===== src/rtl/rv_plic_core.sv =====
// Interrupt controller core. Each source has a gateway (IDLE/PENDING/ACTIVE) with a saturating
// edge counter and MSI input. Each target picks the highest-priority pending, enabled source.
module rv_plic_core #(
  parameter  int N_SOURCE   = 32,
  parameter  int N_TARGET   = 2,
  parameter  int MAX_PRIO   = 7,
  parameter  int EDGE_CNT_W = 4,
  localparam int PRIOW      = $clog2(MAX_PRIO + 1),
  localparam int SRCW       = $clog2(N_SOURCE + 1)
) (
  input  logic                         clk_i,
  input  logic                         rst_i,
  input  logic [N_SOURCE-1:0]          intr_src_i,
  input  logic [N_SOURCE-1:0]          le_i,
  input  logic                         msi_valid_i,
  input  logic [SRCW-1:0]              msi_id_i,
  input  logic [N_SOURCE*PRIOW-1:0]    prio_i,
  input  logic [N_TARGET*N_SOURCE-1:0] ie_i,
  input  logic [N_TARGET*PRIOW-1:0]    threshold_i,
  input  logic [N_TARGET-1:0]          claim_i,
  input  logic [N_TARGET-1:0]          complete_i,
  input  logic [N_TARGET*SRCW-1:0]     complete_id_i,
  output logic [N_SOURCE-1:0]          ip_o,
  output logic [N_TARGET-1:0]          irq_o,
  output logic [N_TARGET*SRCW-1:0]     irq_id_o,
  output logic [N_TARGET*SRCW-1:0]     claim_id_o
);

  typedef enum logic [1:0] {GW_IDLE, GW_PENDING, GW_ACTIVE} gw_state_t;

  localparam logic [EDGE_CNT_W-1:0] CNT_MAX = '1;
  localparam logic [EDGE_CNT_W-1:0] CNT_ONE = EDGE_CNT_W'(1);

  // Per source, which target (at most one) was granted the claim this cycle.
  logic [N_TARGET-1:0] win_by_src [N_SOURCE];

  for (genvar gi = 0; gi < N_SOURCE; gi++) begin : g_src
    localparam logic [SRCW-1:0] SRC_ID = SRCW'(gi + 1);

    gw_state_t             state_reg;
    logic [EDGE_CNT_W-1:0] cnt_reg;
    logic                  prev_reg;
    logic                  evt;
    logic                  claimed;
    logic                  completed;
    logic                  dec;
    logic [N_TARGET-1:0]   win;

    // A claim is granted only while the source is still pending; lowest target index wins.
    always_comb begin
      win       = '0;
      completed = 1'b0;
      for (int t = 0; t < N_TARGET; t++) begin
        if (claim_i[t] && (irq_id_o[t*SRCW +: SRCW] == SRC_ID) &&
            (state_reg == GW_PENDING) && (win == '0)) begin
          win[t] = 1'b1;
        end
        if (complete_i[t] && (complete_id_i[t*SRCW +: SRCW] == SRC_ID)) begin
          completed = 1'b1;
        end
      end
    end

    assign win_by_src[gi] = win;
    assign claimed        = |win;
    assign evt            = (le_i[gi] && intr_src_i[gi] && !prev_reg) ||
                            (msi_valid_i && (msi_id_i == SRC_ID));
    assign dec            = claimed && (cnt_reg != '0);
    assign ip_o[gi]       = (state_reg == GW_PENDING);

    always_ff @(posedge clk_i or posedge rst_i) begin
      if (rst_i) begin
        state_reg <= GW_IDLE;
        cnt_reg   <= '0;
        prev_reg  <= 1'b0;
      end else begin
        prev_reg <= intr_src_i[gi];
        // An event and a claim in the same cycle cancel out.
        if (evt && !dec && (cnt_reg != CNT_MAX)) begin
          cnt_reg <= cnt_reg + CNT_ONE;
        end else if (!evt && dec) begin
          cnt_reg <= cnt_reg - CNT_ONE;
        end
        case (state_reg)
          GW_IDLE: begin
            if ((!le_i[gi] && intr_src_i[gi]) || (cnt_reg != '0) || evt) begin
              state_reg <= GW_PENDING;
            end
          end
          GW_PENDING: begin
            if (claimed) begin
              state_reg <= GW_ACTIVE;
            end
          end
          GW_ACTIVE: begin
            if (completed) begin
              state_reg <= GW_IDLE;
            end
          end
          default: state_reg <= GW_IDLE;
        endcase
      end
    end
  end

  for (genvar gi = 0; gi < N_TARGET; gi++) begin : g_tgt
    logic [PRIOW-1:0] best_prio;
    logic [SRCW-1:0]  best_id;
    logic             granted;
    logic             irq_reg;
    logic [SRCW-1:0]  irq_id_reg;
    logic [SRCW-1:0]  claim_id_reg;

    // Seeding with the threshold excludes prio <= threshold; strict '>' keeps the lowest ID on ties.
    always_comb begin
      best_prio = threshold_i[gi*PRIOW +: PRIOW];
      best_id   = '0;
      for (int k = 0; k < N_SOURCE; k++) begin
        if (ip_o[k] && ie_i[gi*N_SOURCE + k] && (prio_i[k*PRIOW +: PRIOW] > best_prio)) begin
          best_prio = prio_i[k*PRIOW +: PRIOW];
          best_id   = SRCW'(k + 1);
        end
      end
    end

    always_comb begin
      granted = 1'b0;
      for (int k = 0; k < N_SOURCE; k++) begin
        granted = granted | win_by_src[k][gi];
      end
    end

    always_ff @(posedge clk_i or posedge rst_i) begin
      if (rst_i) begin
        irq_reg      <= 1'b0;
        irq_id_reg   <= '0;
        claim_id_reg <= '0;
      end else begin
        irq_reg    <= (best_id != '0);
        irq_id_reg <= best_id;
        if (claim_i[gi]) begin
          claim_id_reg <= granted ? irq_id_reg : '0;
        end
      end
    end

    assign irq_o[gi]                   = irq_reg;
    assign irq_id_o[gi*SRCW +: SRCW]   = irq_id_reg;
    assign claim_id_o[gi*SRCW +: SRCW] = claim_id_reg;
  end

endmodule

===== config.mk =====
export PLATFORM = sky130hd
export DESIGN_NAME = rv_plic_core
export DESIGN_NICKNAME = d
export VERILOG_FILES = /design/src/rtl/rv_plic_core.sv
export SDC_FILE = /design/constraint.sdc
export NUM_CORES = 1
export LEC_CHECK = 0
export ABC_AREA = 1
export BUFFER_PORTS_ARGS = -buffer_cell sky130_fd_sc_hd__buf_4
export CORE_ASPECT_RATIO = 1.4
export CORE_MARGIN = 4
export CORE_UTILIZATION = 40
export DETAILED_ROUTE_END_ITERATION = 7
export PLACE_DENSITY = 0.67
export SLEW_MARGIN = 20
export SYNTH_ARGS = -nofsm -noshare
export SYNTH_HDL_FRONTEND = slang
export SYNTH_SLANG_ARGS = --single-unit

===== constraint.sdc =====
create_clock -name clk_i -period 38.9 [get_ports clk_i]
set_clock_uncertainty 0.2 [all_clocks]
set_input_delay 11.67 -clock clk_i [delete_from_list [all_inputs] [get_ports clk_i]]
set_output_delay 11.67 -clock clk_i [all_outputs]
set_load 0.02 [all_outputs]

# ---- Word-level counts from Yosys, hierarchy flattened
# Cells that the tools add are included.
dict set report word_totals {
  output_inout_bits 58
  wordCells 2118
  reg_bits 250
  in_bits 255
}
dict set report classes {
  n_bitwise 94
  mux 448
  eq_ne 352
  reduce_logical 994
  addsub 64
  n_lt_le_gt_ge 64
}
# op n
set ops {}
lappend ops {{logical AND 1 bit} 608}
lappend ops {{equality test 6 x 5 -> 1 bit (second input constant)} 80}
lappend ops {{two-way mux 6 bit} 64}
lappend ops {{two-way mux 4 bit} 64}
lappend ops {{equality test 6 x 4 -> 1 bit (second input constant)} 40}
lappend ops {{greater-than comparator 3 bit} 64}
lappend ops {{two-way mux 2 bit} 96}
lappend ops {{one-hot mux 2 bit (3 select lines)} 32}
lappend ops {{two-way mux 3 bit} 62}
lappend ops {{two-way mux 1 bit} 130}
lappend ops {{adder 4 x 1 -> 4 bit (second input constant)} 32}
lappend ops {{zero test 1 bit} 128}
lappend ops {{inequality test 2 bit (second input constant)} 64}
lappend ops {{inequality test 4 bit (second input constant)} 32}
lappend ops {{nonzero test 4 bit} 32}
lappend ops {{subtractor 4 x 1 -> 4 bit (second input constant)} 32}
lappend ops {{equality test 6 x 3 -> 1 bit (second input constant)} 20}
lappend ops {{logical OR 1 bit} 96}
lappend ops {{AND reduction 3 bit} 32}
lappend ops {{equality test 2 x 1 -> 1 bit (second input constant)} 32}
lappend ops {{equality test 2 bit (second input constant)} 32}
lappend ops {{zero test 2 bit} 32}
lappend ops {{inequality test 2 x 1 -> 1 bit (second input constant)} 32}
lappend ops {{nonzero test 2 bit} 32}
lappend ops {{7 further kinds} 148}

# ---- Longest topological paths before layout
dict set report depth {
  word_depth 98
  ltp_mapped 250
  ltp_nobuf 249
}

# ---- Worst setup path after synthesis
# OpenSTA, ideal clock, no wires.
dict set report synth_path {
  path_kind {input -> register}
  start {input threshold_i[5]}
  end {register g_tgt[1].irq_reg}
  stages 209
  arrival_time_ns 41.844
  setup_time_ns 0.119
  path_buffers 1
  required_ns 38.581
  setup_slack_ns -3.263
  path_cell_list {inv_1 ha_1 nand2_1 nor2_2 nor2_4 nand2_4 o21ai_0 ha_1 o21ai_0 nand3_1 nand3_2 nand2_2 o21ai_0 ha_1 o32ai_1 inv_2 nand2_2 nand2_4 (+173 left out) nand2_1 o21ai_2 ha_1 a21oi_1 o21ai_0 and2_1 inv_1 nand2_1 nand2_1 ha_1 a21oi_1 o21ai_0 nand4_1 inv_1 nor2_1 nand4_1 nor2_1 nand2_1}
}
dict set report synth_between {
  elab_chain_cells 97
  elab_cells_between_ends 128
  cone_classes {32 x order compare; 63 x mux; 33 x reduce/logical}
}
# element line
set synth_lines {}
lappend synth_lines {{from (decl)} 19} ;# input logic [N_TARGET*PRIOW-1:0] threshold_i,
lappend synth_lines {{greater-than comparator 3 bit} 119} ;# if (ip_o[k] && ie_i[gi*N_SOURCE + k] && (prio_i[k*PRIOW +: PRIOW] > best_prio)) begin
lappend synth_lines {{logical AND 1 bit} 119}
lappend synth_lines {{two-way mux 3 bit *} 119}
lappend synth_lines {{greater-than comparator 3 bit} 119}
lappend synth_lines {{logical AND 1 bit} 119}
lappend synth_lines {{two-way mux 3 bit *} 119}
lappend synth_lines {{greater-than comparator 3 bit} 119}
lappend synth_lines {{logical AND 1 bit} 119}
lappend synth_lines {{(+82 left out)} n/a}
lappend synth_lines {{greater-than comparator 3 bit} 119}
lappend synth_lines {{logical AND 1 bit} 119}
lappend synth_lines {{two-way mux 3 bit} 119}
lappend synth_lines {{greater-than comparator 3 bit} 119}
lappend synth_lines {{logical AND 1 bit} 119}
lappend synth_lines {{two-way mux 6 bit *} 119}
lappend synth_lines {{named net g_tgt[1].best_id[5]} 108} ;# logic [SRCW-1:0] best_id;
lappend synth_lines {{nonzero test 6 bit *} 139} ;# irq_reg <= (best_id != '0);
lappend synth_lines {{to (signal assigned)} 139}
lappend synth_lines {{to (decl)} 110} ;# logic irq_reg;
# Mark *: on every way through the listed nets, which the timed path passes. The rest lies on a longest branch.
# A chain may end at the register's enable or synchronous reset.

# ---- Worst setup path after layout
dict set report layout_path {
  start {input prio_i[2]}
  end {register g_tgt[1].irq_reg}
}
dict set report layout_between {
  elab_chain_cells 97
  elab_cells_between_ends 128
  cone_classes {32 x order compare; 63 x mux; 33 x reduce/logical}
}
# element line
set layout_lines {}
lappend layout_lines {{from (decl)} 17} ;# input logic [N_SOURCE*PRIOW-1:0] prio_i,
lappend layout_lines {{greater-than comparator 3 bit} 119}
lappend layout_lines {{logical AND 1 bit} 119}
lappend layout_lines {{two-way mux 3 bit *} 119}
lappend layout_lines {{greater-than comparator 3 bit} 119}
lappend layout_lines {{logical AND 1 bit} 119}
lappend layout_lines {{two-way mux 3 bit *} 119}
lappend layout_lines {{greater-than comparator 3 bit} 119}
lappend layout_lines {{logical AND 1 bit} 119}
lappend layout_lines {{(+82 left out)} n/a}
lappend layout_lines {{greater-than comparator 3 bit} 119}
lappend layout_lines {{logical AND 1 bit} 119}
lappend layout_lines {{two-way mux 3 bit} 119}
lappend layout_lines {{greater-than comparator 3 bit} 119}
lappend layout_lines {{logical AND 1 bit} 119}
lappend layout_lines {{two-way mux 6 bit *} 119}
lappend layout_lines {{named net g_tgt[1].best_id[5]} 108}
lappend layout_lines {{nonzero test 6 bit *} 139}
# Marked as above.

==> flow_summary.toml <==
[drt]
post_drt_wl_per_cell_um = 17.4
drt_wl_total_um = 80400
ant_nets = 0
vias = 24500
first_iter_violations = 1558
viasPerCell = 5.29
drcViolationCount = 0
dr.pass1.iters = 6

[placed_design]
place_congestion = 1.01
port_buffers = 312
dp_hpwl_um = 65700
dp_cells = 4515

[sta]
max_slew.worst_pin.slew_ns = 0.980
rsz0062_at_grt = "yes"
slew_headroom_pct = 34.4
slew_violations = 0
finalHoldViolCount = 0
setup-violations-final = 8
max_freq_ghz = 0.0255
min_period_over_period_pct = 101
setup_ws_ns = -0.344
layout_min_cycle_time_ns = 39.24

[synth]
syn_nets = 3622
yosysUniqueCellTypes = 61
syn_inst = 3195
synth-compound-area-share_pct = 14.8
synth-simple-area-share_pct = 34.2
synthMuxAreaShare_pct = 1.51
synth-xor-area-share_pct = 3.71
synthAdderAreaFrac_pct = 10.6
yosysTopAreaCell = "dfrtp_1"
ys_top_cells_by_area = "dfrtp_1 (28%), nand2_1 (11%), ha_1 (7.7%)"
yosysWarnings = 0
seq_area_frac_synth_pct = 27.6
syn_area_per_cell_um2 = 7.09
synth_top_area_share_pct = 27.6
async_flop_share_pct = 100
synthFlopType = "dfrtp_1"
ys_seq_elements = 250
synth_edf_count = 0
synth_top_family_by_area = "simple AND/OR/NAND/NOR gates"
syn_area_um2 = 22700

[die]
dieArea_um2 = 60600
start_util_pct = 40.7
placementRows = 102
die_x_um = 209
die_y_um = 290
pin_count = 313
core_um2 = 55600

[critical_path]
cp_data_required_time_ns = 39.14
crit_path_max_fanout = 6
cpMaxStageDelayCell = "ha_1"
cp.arrival_ns = 39.48
rrSetupSlack_ns = 10.85
critical-path-max-stage-delay_ns = 0.32
start_kind = "input port"
crit_top_cell = "nand2_2"
critPathCaptureType = "flop"
ff2ff_path_depth = 232
path_class = "in2reg"

[hold_path]
min_path_cells = 1
min_path_type = "reg2reg"

[power_and_ir_drop]
powerDensity_nw_per_um2 = 106
p_total_mw = 3.25
p_seq_share_pct = 14.8
vdd_drop_max_uv = 55.9
leakagePower_nw = 15.9
p_sw_mw = 1.56
internal_power_mw = 1.69
power_frac_comb_pct = 77.4
swShare_pct = 47.9
p_clk_share_pct = 7.8

[cells_and_area]
drive_gt1_share_pct = 30.8
largest_reg_flops = 128
fin_nets = 4305
layout.cells.non_filler = 4628
syn2layout_area_growth_pct = 34.9

[global_routing]
grt_max_degree = 113
grt_pass1_vias = 23900
grt_usage_pct = 25.2
gr-total-overflow = 0
grt_pass1_wl_um = 123000
antenna_found_initial = 2

[cts]
holdBufCountCts = 0
clk_latency_ns = 0.55
cts_buffer_depth = 3
cts_root_buf = "clkbuf_16"
clkTransAtPathRegs_ns = 0.06
cts_tree = "yes"
cts_buffers = 26
h-tree-depth = 1
cts.sinks = 250

[run_status]
outcome = "complete, but fails checks"
violations = "negative setup slack"

[flow_run]
drv_cap = 0
power by group through the flow:
stage	sequential [mW]	combinational, mW	clock, mW
floorplan	0.468	1.41	0
global placement	0.481	2.13	0
detailed placement	0.483	2.17	0
CTS	0.480	2.38	0.261
global route	0.499	2.77	0.270
finish	0.480	2.52	0.254
synth_stat cells, types with 13 or more instances:
cell,instances
fa_1,32
mux2_2,26
o211ai_1,30
nor4_1,38
nand3_1,229
nand4_1,56
a21o_1,23
nand3_2,53
xnor2_1,41
inv_2,20
a32o_1,22
nor2_1,357
nand2_2,147
o21ai_0,200
a21oi_1,163
a22oi_1,15
inv_1,410
a21oi_2,13
nand2_4,31
nand2_1,646
nor3_1,58
dfrtp_1,250
ha_1,140
xor2_1,55
kinds of logic after synthesis:
family / Yosys count
muxes: 31
xor gates and xnor gates: 96
AOI/OAI and AO/OA: 553
and+or+nand+nor: 1639
DFF: 250
buffers and inverters: 454
adders and majority gates: 172
cell usage in the layout (no fill, tap or decap), drive strengths merged, types with 38 or more instances in the layout:
master	instances
o21ai	210
nand3	282
inv	431
buf	668
nor2	363
dfrtp	250
nor4	38
xnor2	41
ha	140
xor2	55
nand4	56
nand2	824
nor3	58
a21oi	176
layer usage:
layer	vias up	wire length, um	GRT usage [%]
met5	-	0	0
met4	0	5260	14.1
met3	215	3820	2.41
met2	728	40700	45.9
met1	11400	30600	28.9
li1	12100	-	-
path summary, 6_finish.rpt:
kind                                   startpoint                endpoint
max                                     prio_i[2]        g_tgt[1].irq_reg
min                        g_src[15].state_reg[0]  g_src[15].state_reg[0]
max reg2reg                 g_src[0].state_reg[1]        g_tgt[1].irq_reg
min reg2reg                g_src[15].state_reg[0]  g_src[15].state_reg[0]
max in group asynchronous                   rst_i    g_src[29].cnt_reg[2]
min in group asynchronous                   rst_i     g_src[6].cnt_reg[0]
area by class of cell:
cell class / count / area, um2
fill: 5382 / 25100
multi-input combinational: 2491 / 15800
sequential: 250 / 6260
timing repair buffer: 668 / 5020
inverter: 441 / 1670
tap: 728 / 911
clock buffer: 37 / 763
clock inverter: 11 / 92.6
antenna: 2 / 5.00
worst max-delay path, delay by kind of cell:
family                   cells  cell delay [ns]
adder cells (fa/ha/maj)     30             7.55
AND/OR/NAND/NOR            118            10.11
buffers and inverters       32             2.86
AO/OA/AOI/OAI               55             7.22
through the flow:
| stage | setup TNS [ns] | cell area, um2 | hold slack [ns] | setup slack, ns | util, % |
|---|---|---|---|---|---|
| 2_1_floorplan | -0.781 | 23000 | 0.230 | -0.197 | - |
| 3_3_place_gp | -11.31 | 28400 | 0.247 | -1.37 | 51.0 |
| 3_5_place_dp | -21.14 | 28400 | 0.255 | -1.69 | 51.0 |
| 4_1_cts | -0.208 | 30000 | 0.268 | -0.0929 | 53.9 |
| 5_1_grt | -34.26 | 30600 | 0.286 | -2.60 | 54.9 |
| 6_report | -1.50 | 30600 | 0.264 | -0.344 | 54.9 |
what timing repair did:
action,CTS,global route
pin swaps,42,22
endpoints found under the setup margin,14,14
setup buffers,58,5
resized for setup,83,87
Power figures use the tool's default switching activity.
